File: src/rtl/apb4_master_ctrl.sv
`default_nettype none
// ============================================================================
// Module   : apb4_master_ctrl
// Purpose  : APB4 requester. Turns a valid/ready command stream into APB4
//            SETUP/ACCESS transfers and returns a valid/ready response stream.
//            It handles PREADY wait states, captures PSLVERR and aborts an
//            ACCESS phase that stalls for TIMEOUT cycles.
// Ports    : PCLK/PRESETn            - clock, asynchronous active-low reset
//            cmd_*                   - command stream (valid/ready)
//            rsp_*                   - response stream (valid/ready)
//            PSEL..PPROT             - APB4 requester outputs (registered)
//            PRDATA/PREADY/PSLVERR   - APB4 completer inputs
// Options  : APB4_MASTER_B2B_EN - when defined, the response path becomes a
//            2-entry FIFO, the RESP state is removed and a new command may be
//            launched in the same cycle an ACCESS completes.
// Revision : 1.0 - initial release
// ============================================================================
module apb4_master_ctrl #(
  parameter int unsigned ADDR_W  = 12,
  parameter int unsigned DATA_W  = 32,
  parameter int unsigned TIMEOUT = 16,
  parameter int unsigned CNT_W   = 5
) (
  input  logic                  PCLK,
  input  logic                  PRESETn,
  input  logic                  cmd_valid,
  output logic                  cmd_ready,
  input  logic                  cmd_write,
  input  logic [ADDR_W-1:0]     cmd_addr,
  input  logic [DATA_W-1:0]     cmd_wdata,
  input  logic [DATA_W/8-1:0]   cmd_strb,
  input  logic [2:0]            cmd_prot,
  output logic                  rsp_valid,
  input  logic                  rsp_ready,
  output logic [DATA_W-1:0]     rsp_rdata,
  output logic                  rsp_err,
  output logic                  rsp_timeout,
  output logic                  PSEL,
  output logic                  PENABLE,
  output logic                  PWRITE,
  output logic [ADDR_W-1:0]     PADDR,
  output logic [DATA_W-1:0]     PWDATA,
  output logic [DATA_W/8-1:0]   PSTRB,
  output logic [2:0]            PPROT,
  input  logic [DATA_W-1:0]     PRDATA,
  input  logic                  PREADY,
  input  logic                  PSLVERR
);

  localparam int unsigned STRB_W = DATA_W / 8;
  // Counter value at which a still-stalled ACCESS is aborted.
  localparam logic [CNT_W-1:0] c_TO_LAST = (TIMEOUT == 0) ? '0 : CNT_W'(TIMEOUT - 1);

  typedef enum logic [1:0] {
    S_IDLE   = 2'd0,
    S_SETUP  = 2'd1,
    S_ACCESS = 2'd2,
    S_RESP   = 2'd3
  } state_e;

  state_e              state_q;
  logic                psel_q;
  logic                penable_q;
  logic                pwrite_q;
  logic [ADDR_W-1:0]   paddr_q;
  logic [DATA_W-1:0]   pwdata_q;
  logic [STRB_W-1:0]   pstrb_q;
  logic [2:0]          pprot_q;
  logic [CNT_W-1:0]    cnt_q;
  logic                rsp_valid_q;
  logic [DATA_W-1:0]   rsp_rdata_q;
  logic                rsp_err_q;
  logic                rsp_to_q;

  logic                w_to_hit;
  logic                w_done;
  logic [DATA_W-1:0]   w_done_rdata;
  logic                w_done_err;
  logic                w_done_to;
  logic                w_accept;

  // PREADY has priority: an abort only happens when the completer is still
  // stalling in the last allowed cycle.
  assign w_to_hit     = (TIMEOUT != 0) && !PREADY && (cnt_q == c_TO_LAST);
  assign w_done       = (state_q == S_ACCESS) && (PREADY || w_to_hit);
  assign w_done_rdata = (PREADY && !pwrite_q) ? PRDATA : '0;
  assign w_done_err   = PREADY ? PSLVERR : 1'b1;
  assign w_done_to    = !PREADY;
  assign w_accept     = cmd_valid && cmd_ready;

`ifdef APB4_MASTER_B2B_EN
  // Response FIFO: the head lives in rsp_*_q (so outputs stay registered),
  // the second entry in tail_*_q.
  logic [1:0]          fifo_cnt_q;
  logic [DATA_W-1:0]   tail_rdata_q;
  logic                tail_err_q;
  logic                tail_to_q;
  logic                w_push;
  logic                w_pop;
  logic [1:0]          w_occ_next;

  assign w_push     = w_done;
  assign w_pop      = rsp_valid_q && rsp_ready;
  assign w_occ_next = fifo_cnt_q + {1'b0, w_push} - {1'b0, w_pop};
  // Accept only if the FIFO holds at most one entry after this cycle; the new
  // transfer needs at least two cycles to complete and nothing else can push
  // meanwhile, so its completion always finds a free slot.
  assign cmd_ready  = ((state_q == S_IDLE) || w_done) && (w_occ_next <= 2'd1);
`else
  assign cmd_ready  = (state_q == S_IDLE);
`endif

  always_ff @(posedge PCLK or negedge PRESETn) begin
    if (!PRESETn) begin
      state_q     <= S_IDLE;
      psel_q      <= 1'b0;
      penable_q   <= 1'b0;
      pwrite_q    <= 1'b0;
      paddr_q     <= '0;
      pwdata_q    <= '0;
      pstrb_q     <= '0;
      pprot_q     <= '0;
      cnt_q       <= '0;
      rsp_valid_q <= 1'b0;
      rsp_rdata_q <= '0;
      rsp_err_q   <= 1'b0;
      rsp_to_q    <= 1'b0;
`ifdef APB4_MASTER_B2B_EN
      fifo_cnt_q   <= '0;
      tail_rdata_q <= '0;
      tail_err_q   <= 1'b0;
      tail_to_q    <= 1'b0;
`endif
    end else begin
      case (state_q)
        S_IDLE: begin
        end
        S_SETUP: begin
          penable_q <= 1'b1;
          state_q   <= S_ACCESS;
        end
        S_ACCESS: begin
          if (w_done) begin
            psel_q    <= 1'b0;
            penable_q <= 1'b0;
`ifdef APB4_MASTER_B2B_EN
            state_q   <= S_IDLE;
`else
            rsp_valid_q <= 1'b1;
            rsp_rdata_q <= w_done_rdata;
            rsp_err_q   <= w_done_err;
            rsp_to_q    <= w_done_to;
            state_q     <= S_RESP;
`endif
          end else begin
            cnt_q <= cnt_q + CNT_W'(1);
          end
        end
`ifndef APB4_MASTER_B2B_EN
        S_RESP: begin
          if (rsp_ready) begin
            rsp_valid_q <= 1'b0;
            state_q     <= S_IDLE;
          end
        end
`endif
        default: state_q <= S_IDLE;
      endcase

      // A launch overrides the return to IDLE of a completing transfer.
      if (w_accept) begin
        paddr_q   <= cmd_addr;
        pwrite_q  <= cmd_write;
        pwdata_q  <= cmd_wdata;
        pprot_q   <= cmd_prot;
        pstrb_q   <= cmd_write ? cmd_strb : '0;  // reads must drive PSTRB low
        psel_q    <= 1'b1;
        penable_q <= 1'b0;
        cnt_q     <= '0;
        state_q   <= S_SETUP;
      end

`ifdef APB4_MASTER_B2B_EN
      if (w_push && !w_pop) begin
        if (fifo_cnt_q == 2'd0) begin
          rsp_rdata_q <= w_done_rdata;
          rsp_err_q   <= w_done_err;
          rsp_to_q    <= w_done_to;
        end else begin
          tail_rdata_q <= w_done_rdata;
          tail_err_q   <= w_done_err;
          tail_to_q    <= w_done_to;
        end
      end else if (!w_push && w_pop) begin
        if (fifo_cnt_q == 2'd2) begin
          rsp_rdata_q <= tail_rdata_q;
          rsp_err_q   <= tail_err_q;
          rsp_to_q    <= tail_to_q;
        end
      end else if (w_push && w_pop) begin
        if (fifo_cnt_q == 2'd1) begin
          rsp_rdata_q <= w_done_rdata;
          rsp_err_q   <= w_done_err;
          rsp_to_q    <= w_done_to;
        end else begin
          rsp_rdata_q  <= tail_rdata_q;
          rsp_err_q    <= tail_err_q;
          rsp_to_q     <= tail_to_q;
          tail_rdata_q <= w_done_rdata;
          tail_err_q   <= w_done_err;
          tail_to_q    <= w_done_to;
        end
      end
      fifo_cnt_q  <= w_occ_next;
      rsp_valid_q <= (w_occ_next != 2'd0);
`endif
    end
  end

  assign PSEL        = psel_q;
  assign PENABLE     = penable_q;
  assign PWRITE      = pwrite_q;
  assign PADDR       = paddr_q;
  assign PWDATA      = pwdata_q;
  assign PSTRB       = pstrb_q;
  assign PPROT       = pprot_q;
  assign rsp_valid   = rsp_valid_q;
  assign rsp_rdata   = rsp_rdata_q;
  assign rsp_err     = rsp_err_q;
  assign rsp_timeout = rsp_to_q;

endmodule
`default_nettype wire

File: config.mk
export PLATFORM = sky130hd
export DESIGN_NAME = apb4_master_ctrl
export DESIGN_NICKNAME = d
export VERILOG_FILES = /design/src/rtl/apb4_master_ctrl.sv
export SDC_FILE = /design/constraint.sdc
export NUM_CORES = 1
export LEC_CHECK = 0
export ABC_CLOCK_PERIOD_IN_PS = 2200
export CELL_PAD_IN_SITES_DETAIL_PLACEMENT = 1
export CELL_PAD_IN_SITES_GLOBAL_PLACEMENT = 2
export CORE_MARGIN = 2
export CORE_UTILIZATION = 20
export CTS_CLUSTER_SIZE = 10
export DETAILED_ROUTE_END_ITERATION = 8
export HOLD_SLACK_MARGIN = 0.15
export PLACE_DENSITY_LB_ADDON = 0.3
export SLEW_MARGIN = 10
export SYNTH_ARGS = -nofsm -noshare
export SYNTH_HDL_FRONTEND = slang
export SYNTH_SLANG_ARGS = --single-unit
export TNS_END_PERCENT = 30
File: constraint.sdc
create_clock -name PCLK -period 2.2 [get_ports PCLK]
set_input_delay 0.44 -clock PCLK [delete_from_list [all_inputs] [get_ports PCLK]]
set_output_delay 0.44 -clock PCLK [all_outputs]
set_load 0.01 [all_outputs]
==> key figures, run 1 <==
Synth
  • Post-synth ARST share: 100.0%
  • Synth Flop Type: dfrtp_1
  • Synth Instances: 422
  • Synth Area per Inst: 9.040 sq um
  • Number of synthesized flops with an enable pin: 0
  • Post-synthesis cell type count: 24
  • Mapped Area: 3815 sq um
  • #FFs+latches synth: 96
  • Mapped Nets: 514
  • Synth area leader: dfrtp_1
  • Number of synthesis warnings: 0
  • Share of the synthesized area in the top cell type: 62.97%
  • Synth top area cells: dfrtp_1 63%, nand2_1 19%, o21ai_0 8.5%
  • Sequential element share of the synthesized area: 62.97%

Clock network
  • Post-CTS Hold Buffers: 0
  • Clock root buffer: clkbuf_16
  • H-tree Lvls: 3
  • Clock transition at path regs: 0.07 ns
  • Clock Path Buffers: 2
  • Clock net sink count: 96
  • Latest clock arrival within the worst-skew pair: 0.34 ns
  • Setup Fix Bufs, Post-CTS: 0
  • CTS resizes: 0
  • CTS tree: built
  • Num CTS Buffers: 9

Drt
  • Routed Antenna Nets: 0
  • Residual DRC: 0
  • Total Wirelength: 12.63 mm
  • DR vias/cell: 4.257
  • DR vias: 3559
  • Wirelength per Cell: 15.10 microns
  • Pre-antenna DRT Iters: 4
  • 1st-iter DRT viols: 98

Pwr
  • Leak: 2.829 nW
  • VDD IR max: 0.0004112 V
  • Tot Pwr: 7.560 mW
  • PwrDens: 1207 nW/um^2

Timing
  • Worst-Margin Slew: 0.5994 ns
  • Final Skew: 0.004041 ns
  • Fin crit period: 2.068 ns
  • Setup ws final: 0.1323 ns
  • Endpoints failing setup: 0
  • Fmax: 483.6 MHz
  • Final Cycle Share: 93.99%
  • Unrepaired setup endpoints after global routing: no
  • Final Hold Viols: 0
  • Slew Limit Fails: 0
  • Setup TNS: 0 ns
  • Slew headroom: 60.04%

Run status
  • Status: finished clean

Die
  • Ports: 180
  • Total core area: 18710 sq um
  • Initial Util: 20.39%
  • Total die area: 20200 sq um
  • Row cnt: 50
  • Die extent in y: 142.1 microns
  • Die Wd: 142.1 microns

Placement
  • DP Worst Slack: 0.1173 ns
  • PortBufs: 179
  • DP Wirelength: 8.691 mm
  • Placer Congestion: 0.6983

Cells and area
  • Layout area overhead: 64.25%
  • Most common cell after layout, fill and taps aside: nand2_1
  • Most frequent cells in the layout: 189 x nand2_1, 178 x clkdlybuf4s50_1, 96 x dfrtp_1, 65 x o21ai_0, 10 x buf_4
  • Multi-input gate area: 1300 sq um
  • Layout cell share with drive strength beyond 1: 5.482%
  • Net count, final: 690
  • N_diodes: 0
  • Layout fillers: 2157
  • Seq. cell area: 2402 sq um

GRT
  • First-pass GRT wire length: 19.87 mm
  • Initial antenna violation count: 0
  • GR Util met1: 14.93%
  • GRT Resource Usage Total: 12.61%
  • Number of global-route vias before repair: 3895
  • Met2 usage: 20.19%
  • Grt ovf: 0
  • Most Crowded Layer GR: met2
  • Routing usage on met3: 5.384%
  • Pin count of the biggest net entering global routing: 97

Setup path
  • Reg2Reg Depth: 6
  • Crit Path Category: flop to flop
  • Worst EP arrival: 2.33 ns
  • CP max FO: 3
  • Startpoint types: flop
  • CP required: 2.47 ns
  • Critical Path End Type: flop

Flow run
  • Maxcap violations: 0

Hold path
  • Hold Crit Class: input port to asynchronous set/reset pin
critical path, stage by stage (launching register included):
cell and delay, ns:
dfrtp_1 0.39, ha_1 0.21, and3_1 0.18, ha_1 0.19, or4b_1 0.50, or3_1 0.37
a21oi_1 0.14
synth_stat cells (all sizes together), types with 3 or more instances:
cell / count
a21oi: 8
buf: 7
clkbuf: 21
dfrtp: 96
inv: 3
nand2: 189
nand3: 7
nor2: 4
o21ai: 70
report_power, final:
part	internal [mW]	total, mW	switching (mW)
Clock	0.988	1.65	0.663
Sequential	2.43	2.83	0.404
Combinational	1.63	3.07	1.44
cell families (layout without fill, tap and decap cells):
kind of cell	count (synthesis)	count (layout)	synth area share [%]
AO/OA/AOI/OAI	79	79	10.43
flip-flops	96	96	62.97
AND/OR/NAND/NOR	213	213	22.37
adder cells (fa/ha/maj)	2	2	0.6558
multiplexers	1	1	0.2624
buffers and inverters	31	211	3.313
stage by stage:
step                      cells  hold slack (ns)  cell area [sq um]  util (%)
after floorplan             422           0.1444               3815         -
after global placement      820           0.4520               5956     31.84
after detailed placement    820           0.4647               5956     31.84
after CTS                   835           0.1762               6259     33.46
after global routing        836           0.1973               6266     33.50
final                       836           0.1085               6266     33.50
routing by layer:
layer | wire (microns) | vias up
met2 | 5738 | 135
met4 | 208 | 0
li1 | - | 1698
met1 | 5357 | 1715
met5 | 0 | -
met3 | 1320 | 11
flip-flops by register name, indices dropped and copies added (netlist names):
name         count
PWDATA          32
PENABLE          1
state_q          2
rsp_rdata       32
cnt_q            5
rsp_timeout      1
rsp_err          1
PSEL             1
PPROT            3
rsp_valid        1
PSTRB            4
PADDR           12
PWRITE           1
worst paths after layout:
path                                              to  slack, ns            startpoint
setup / recovery                cnt_q[3]$_DFFE_PN0P_       0.13  cnt_q[0]$_DFFE_PN0P_
hold / removal             rsp_rdata[23]$_DFFE_PN0P_       0.11               PRESETn
setup reg to reg                cnt_q[3]$_DFFE_PN0P_       0.13  cnt_q[0]$_DFFE_PN0P_
hold reg to reg                 PADDR[3]$_DFFE_PN0P_       0.47  PADDR[3]$_DFFE_PN0P_
max in group asynchronous     state_q[1]$_DFFE_PN0P_       1.59               PRESETn
min in group PCLK               PADDR[3]$_DFFE_PN0P_       0.47  PADDR[3]$_DFFE_PN0P_
cell type report:
type / count / area share, %
Inverter: 3 / 0.1797
Clock inverter: 4 / 1.118
Clock buffer: 11 / 3.714
Timing Repair Buffer: 193 / 31.23
Multi-Input combinational cell: 295 / 20.75
Sequential cell: 96 / 38.34
Tap cell: 234 / 4.673
Note: power is estimated with default switching activity, not from simulation.
==> inputs of run 2 (changes only) <==
GPL_ROUTABILITY_DRIVEN = 0   (was unset)
==> results of run 2 <==
The final DEF is identical to that of run 1; final timing and power are the same.
==> RTL edit (config.mk and constraints of run 1) <==
Change the parameter `DATA_W` from 32 to 40.
--- a/src/rtl/apb4_master_ctrl.sv
+++ b/src/rtl/apb4_master_ctrl.sv
@@ -17,7 +17,7 @@
 // ============================================================================
 module apb4_master_ctrl #(
   parameter int unsigned ADDR_W  = 12,
-  parameter int unsigned DATA_W  = 32,
+  parameter int unsigned DATA_W  = 40,
   parameter int unsigned TIMEOUT = 16,
   parameter int unsigned CNT_W   = 5
 ) (
Ports: changed (6 resized); port bits go from 180 to 214. No check against the original RTL was run, so the function may have changed too.
==> RTL edit against run 1 <==
  * Sequential share of layout area is 1.9 points lower
  * Sequential cell count is 17 higher
  * Synthesized cell count decreased by 9.5%
  * Area after synthesis grew 20%
  * Final area increased by 24%
  * Largest power group unchanged
  * Wire length is 14% higher
  * Worst setup slack got worse by 0.015 ns
  * Clock power rose by 84%
  * Maximum frequency fell by 0.70%
  * Via count grew 5.2%
  * Total power rose by 41%
  * Combinational power up 37%
==> RTL edit: results (changes against run 1) <==
DP_SLACK_NS=0.09015  # was 0.1173 ns
NETLIST_TOP_CELLS_AREA='dfrtp_1 62%, o21ai_0 9.7%, mux2_2 9.3%, mux2_4 6.2%, nand2_1 4.6%'  # was dfrtp_1 63%, nand2_1 19%, o21ai_0 8.5%, clkbuf_1 2.1%, a21oi_1 1.0%
WORST_SLEW_PIN_SLEW_NS=0.4949  # was 0.5994 ns
AREA_SHARE_CLOCK_BUF_INV_PCT=8.391  # was 4.832%
POST_DP_CELL_AREA_UM2=7103  # was 5956 um2
SYNTH.NET_COUNT=491  # was 514
FINALNETCOUNT=710  # was 690
CTS_BUFFERS=17  # was 9
CLOCK_TREE.HTREE_LEVEL_COUNT=4  # was 3
CRITICAL_PATH.ENDPOINT='cmd_ready'  # was cnt_q[3]
LARGEST_DELAY_CONTRIBUTOR_FAMILY_ON_THE_CRITICAL_PATH='buffers and inverters'  # was simple AND/OR/NAND/NOR gates
WORST_SKEW_PAIR.LATE_LATENCY_NS=0.41  # was 0.34 ns
FLOORPLAN.ROWS=55  # was 50
LAYOUT.NON_CLOCK_BUFFERS=227  # was 193
PERIOD_MINUS_SLACK_NS=2.082  # was 2.068 ns
MUXSHAREOFSYNTHAREA_PCT=15.57  # was 0.2624%
FIN_UTIL_PCT=34.42  # was 33.50%
STATIC-LEAKAGE-POWER_nW=3.287  # was 2.829 nW
SYNTH-ADDER-AREA-SHARE_PCT=0.5464  # was 0.6560%
CRIT_PATH_TOP_DELAY_CELL='clkdlybuf4s50_1'  # was or4b_1
GRT_PASS1_VIAS=4307  # was 3,895
PROPORTION_OF_CELL_AREA_OCCUPIED_BY_MULTI_INPUT_GATES_PCT=21.02  # was 20.75%
WORST_SETUP_HOLD_PATH_CLK_SLEW_NS=0.05  # was 0.07 ns
DRT-VIAS-PER-INSTANCE=4.169  # was 4.257
WORST_IR_DROP_VDD_mV=0.5023  # was 0.4112 mV
GRT_USAGE_PCT=12.34  # was 12.61%
GRT_FIRST_PASS_WIRELENGTH_MM=23.20  # was 19.87 mm
GRT_MAX_DEGREE=68  # was 97
DETAILED_PLACE_HPWL_MM=10.08  # was 8.691 mm
NUM-CLOCK-BUFFERS=21  # was 11
TIMING.CRITICAL_PATH.FANOUT_MAX=10  # was 3
SETUP.REG_TO_REG.WORST_SLACK_NS=0.19  # was 0.13 ns
DP.CELLS=866  # was 820
OUTCOME='completed'  # unchanged
CRITPATHLAUNCH='state_q[1]'  # was cnt_q[0]
WORST_HOLD_SLACK_NS=0.4806  # was 0.1085 ns
CRITICAL_PATH_ARRIVAL_NS=1.64  # was 2.33 ns
COMB.MULTI_INPUT.COUNT=239  # was 295
-- RTL edit: cell count changes in the layout (fill, tap and decap cells not counted), moves of 2 or more --
cell and change:
clkbuf_8 +3, clkdlybuf4s50_1 +34, mux2_4 +19, nand2_1 -133
bufinv_16 +3, mux2_2 +38, nand3_1 -4, o21ai_0 +24
a22o_1 +4, o21ai_1 -4, clkbuf_16 +8, a21oi_1 -2
dfrtp_1 +16
-- RTL edit: timing repair --
action	CTS	global route
gates resized for setup	1	1
hold buffers	1	0
hold endpoints to repair	25	0
pin swaps	0	0
setup endpoints to repair	1	1
-- RTL edit: report_power, final --
| part | switching (mW) | internal, mW |
|---|---|---|
| Sequential | 0.509 | 2.94 |
| Combinational | 1.74 | 2.46 |
| Clock | 0.951 | 2.09 |
-- RTL edit: per-layer routing --
layer	vias to the layer above	part of all wire, %	global-route usage, %
met4	0	1.6	4.849
met3	16	6.2	4.011
li1	1759	-	-
met1	1847	44	15.43
met2	122	48	19.83
met5	-	0	0
